$ cat src/rtl/demux16x8_buffered.sv
// rtl/demux16x8_buffered.sv - registered 1-to-8 demux into single-entry holding slots
// Each slot drains independently; input stalls only on a full, undrained target slot.
module demux16x8_buffered #(
    parameter int WIDTH     = 16,
    parameter int SEL_WIDTH = 3
) (
    input  logic                              clk,
    input  logic                              reset,
    input  logic [WIDTH-1:0]                  dataIn,
    input  logic [SEL_WIDTH-1:0]              selectInput,
    input  logic                              inValid,
    output logic                              inReady,
    output logic [(2**SEL_WIDTH)*WIDTH-1:0]   dataOut,
    output logic [(2**SEL_WIDTH)-1:0]         outValid,
    input  logic [(2**SEL_WIDTH)-1:0]         outReady,
    output logic [SEL_WIDTH:0]                pendingCount
);
    localparam int NUM_OUT = 2**SEL_WIDTH;

    logic [WIDTH-1:0]   r_data [NUM_OUT];
    logic [NUM_OUT-1:0] r_valid;
    logic [SEL_WIDTH:0] r_count;

    logic               w_accept;
    logic [NUM_OUT-1:0] w_valid_next;
    logic [SEL_WIDTH:0] w_count_next;

    assign inReady  = !reset && (!r_valid[selectInput] || outReady[selectInput]);
    assign w_accept = inValid && inReady;

    // A load on the same edge as a drain keeps the slot full with the new word.
    always_comb begin
        w_valid_next = r_valid & ~outReady;
        if (w_accept) begin
            w_valid_next[selectInput] = 1'b1;
        end
    end

    // Counting the next valid vector keeps pendingCount locked to popcount(outValid).
    always_comb begin
        w_count_next = '0;
        for (int i = 0; i < NUM_OUT; i++) begin
            w_count_next = w_count_next + (SEL_WIDTH+1)'(w_valid_next[i]);
        end
    end

    always_ff @(posedge clk) begin
        if (reset) begin
            r_valid <= '0;
            r_count <= '0;
            for (int i = 0; i < NUM_OUT; i++) begin
                r_data[i] <= '0;
            end
        end else begin
            r_valid <= w_valid_next;
            r_count <= w_count_next;
            if (w_accept) begin
                r_data[selectInput] <= dataIn;
            end
        end
    end

    for (genvar g = 0; g < NUM_OUT; g++) begin : g_pack
        assign dataOut[g*WIDTH +: WIDTH] = r_data[g];
    end

    assign outValid     = r_valid;
    assign pendingCount = r_count;

endmodule

$ cat config.mk
export PLATFORM = sky130hd
export DESIGN_NAME = demux16x8_buffered
export DESIGN_NICKNAME = d
export VERILOG_FILES = /design/src/rtl/demux16x8_buffered.sv
export SDC_FILE = /design/constraint.sdc
export NUM_CORES = 1
export LEC_CHECK = 0
export ABC_AREA = 1
export CAP_MARGIN = 25
export CORE_MARGIN = 5
export CORE_UTILIZATION = 40
export DETAILED_ROUTE_END_ITERATION = 8
export GPL_ROUTABILITY_DRIVEN = 0
export PLACE_DENSITY = 0.7
export SLEW_MARGIN = 20
export SYNTH_ARGS = -nofsm -noshare
export SYNTH_HDL_FRONTEND = slang
export SYNTH_SLANG_ARGS = --single-unit
$ cat constraint.sdc
create_clock -name clk -period 4.9 [get_ports clk]
set_input_delay 0.98 -clock clk [delete_from_list [all_inputs] [get_ports clk]]
set_output_delay 0.98 -clock clk [all_outputs]
set_load 0.02 [all_outputs]
==> results.ini <==
[detailed_routing]
routedWlPerCell_um = 17.8
drt-total-wl_um = 14400
drt_first_pass_iters = 5
drtIter0Drc = 331
antenna_left = 0
via_count = 3840
drc_errors = 0
vias_per_cell = 4.74

[synthesis]
syn_inst = 432
synth_top_family_by_area = simple AND/OR/NAND/NOR gates
synth_cell_types = 25
syn_avg_cell_area_um2 = 13.1
synth_top_area_share_pct = 67.8
synth_adder_area_share_pct = 2.08
synth_simple_gate_area_share_pct = 19.0
synth_xor_area_share_pct = 0.155
ys_warn_count = 0
syn-cell-area_um2 = 5670
synth_top_area_cell = edfxtp_1
synth_mux_area_share_pct = 0
syn-num-nets = 469
yosysSeqAreaShare_pct = 72.1
ys_ff_latch = 140
synth-compound-area-share_pct = 0.883
synth_area_leaders = edfxtp_1, nor2_1, dfxtp_1

[layout]
postLayoutCellArea_um2 = 8150
n_antenna_cell = 0
finish.utilization_pct = 58.7
area_delta_synth_final_pct = 43.9
drive_gt1_share_pct = 11.6
mostFrequentLayoutCells = clkdlybuf4s50_1, nor2_1, edfxtp_1
final_common_cell = clkdlybuf4s50_1
layout.nets = 654

[worst_setup_path]
startpoint = selectInput[0]
ff2ff_path_depth = 21
start_kind = input pin
timing.rr.end = pendingCount[2]
reg2reg_slack_ns = 1.24
worst-setup-path-type = input pin to flip-flop
cp-end-kind = flip-flop
cp.required_ns = 5.20
endpoint = pendingCount[2]
critPathArrivalTime_ns = 4.84
reg2reg_from = outValid[1]
cp_max_fo = 12

[sta]
finalCriticalPeriod_ns = 4.54
timing.final.hold_violations = 0
rsz0062_at_grt = false
layout_setup_ws_ns = 0.361
clock.fmax_ghz = 0.220
slew_violations = 0
min_period_over_period_pct = 92.6
tightest_slew_ns = 0.761
slew_headroom_pct = 49.2
setup_viol = 0
fin_skew_ns = 0.00728

[floorplanning]
die_width_um = 129
io_pins = 171
start_util_pct = 40.8
die_area_um2 = 16600
die_y_um = 129
core_area_um2 = 13900
rows = 43

[clock_tree]
ctsHoldBuffers = 0
htreeDepth = 4
cts_setup_buffers = 0
numCtsBuffers = 17
clk_latency_ns = 0.41
cts_root_buf = clkbuf_16
ctsResizeCount = 0
clkSinkCount = 140
cts_tree = built
cts_max_path_buffers = 2
clk_pin_slew_worst_paths_ns = 0.06

[global_route]
grt.overflow.total = 0
grt_pass1_vias = 3825
grt.total_usage_pct = 17.6
antenna_found_initial = 0
grt_max_degree = 20
grt_pass1_wl_um = 21800

[placement]
dp_hpwl_um = 10600
place_ws_ns = -0.0537
port_buffers = 170
dpl_cell_area_um2 = 7530

[pwr]
leakagePower_nw = 3.23
cellPowerDensity_nw_per_um2 = 364
ir_drop_v = 0.000205
total_power_mw = 2.97

[job]
cap_violations = 0

[worst_hold_path]
min_path_type = flip-flop to flip-flop

[outcome]
status = finished clean

-- final cells by class --
cell class	instances	area (um^2)
flip-flops and latches	140	4080
well taps	180	225
multi-input cells	226	1250
clock buffers	18	429
inverters	53	200
clock inverters	14	193
repair buffers	179	1770
fillers	1101	5730
-- state kept, by name, summed over array words and instances, names as in the netlist --
name / cells
pendingCount: 4
outValid: 8
r_data: 128
-- metal layers --
| metal | global-route usage [%] | vias up | wire [um] |
|---|---|---|---|
| li1 | - | 1790 | - |
| met1 | 22.4 | 1862 | 5940 |
| met2 | 29.9 | 178 | 7200 |
| met3 | 5.15 | 10 | 1130 |
| met4 | 4.14 | 0 | 115 |
| met5 | 0 | - | 0 |
-- power breakdown --
group          leakage (nW)  total [mW]  switching [mW]  internal [mW]
logic                  1.46       0.275           0.168          0.107
clock network         0.298        1.33           0.480          0.853
registers              1.47        1.36          0.0144           1.34
total                  3.23        2.97           0.662           2.30
-- per-stage QoR --
step                      setup TNS (ns)  instances  hold slack (ns)
final                                  0        810            0.523
after global routing                   0        810            0.557
after CTS                              0        810            0.523
after detailed placement         -0.0664        778            0.506
after global placement                 0        778            0.516
after floorplan                        0        432            0.567
-- Yosys cell counts --
library cell / n
a21oi_1: 10
and2_1: 2
buf_12: 1
buf_2: 2
buf_4: 1
buf_6: 8
clkbuf_1: 1
clkinv_1: 1
clkinv_2: 1
dfxtp_1: 12
edfxtp_1: 128
fa_1: 4
ha_1: 3
inv_1: 48
inv_2: 3
nand2_1: 37
nand2_2: 5
nand2_4: 3
nand2_8: 1
nand3_1: 4
nand3_2: 4
nand4_4: 8
nor2_1: 135
nor2_4: 9
xor2_1: 1
-- critical path, cell delays in order --
cell	delay [ns]
clkdlybuf4s50_1	0.49
buf_4	0.19
nand2_1	0.08
nand3_1	0.10
nand2_1	0.09
clkinv_2	0.07
nand2_4	0.07
nand2_8	0.10
nand4_4	0.08
nand2_1	0.08
inv_1	0.06
fa_1	0.54
inv_1	0.05
fa_1	0.48
inv_1	0.05
fa_1	0.45
inv_1	0.07
ha_1	0.15
inv_1	0.05
fa_1	0.37
xor2_1	0.15
nor2_1	0.06
-- worst min-delay path by stage --
stage	end	startpoint	cells after the start	slack, ns
CTS	outValid[7]	outValid[7]	2	0.52
detailed placement	outValid[7]	outValid[7]	2	0.51
floorplan	outValid[1]	outValid[1]	2	0.57
global placement	outValid[4]	outValid[4]	2	0.52
global route	outValid[6]	outValid[6]	2	0.56
finish	outValid[7]	outValid[7]	2	0.52
-- cells by family after synthesis --
family | Yosys count
xor+xnor | 1
compound gates | 10
simple gates | 208
fa+ha+maj | 7
buf+inv | 66
flops | 140
(Power assumes the default switching activity.)
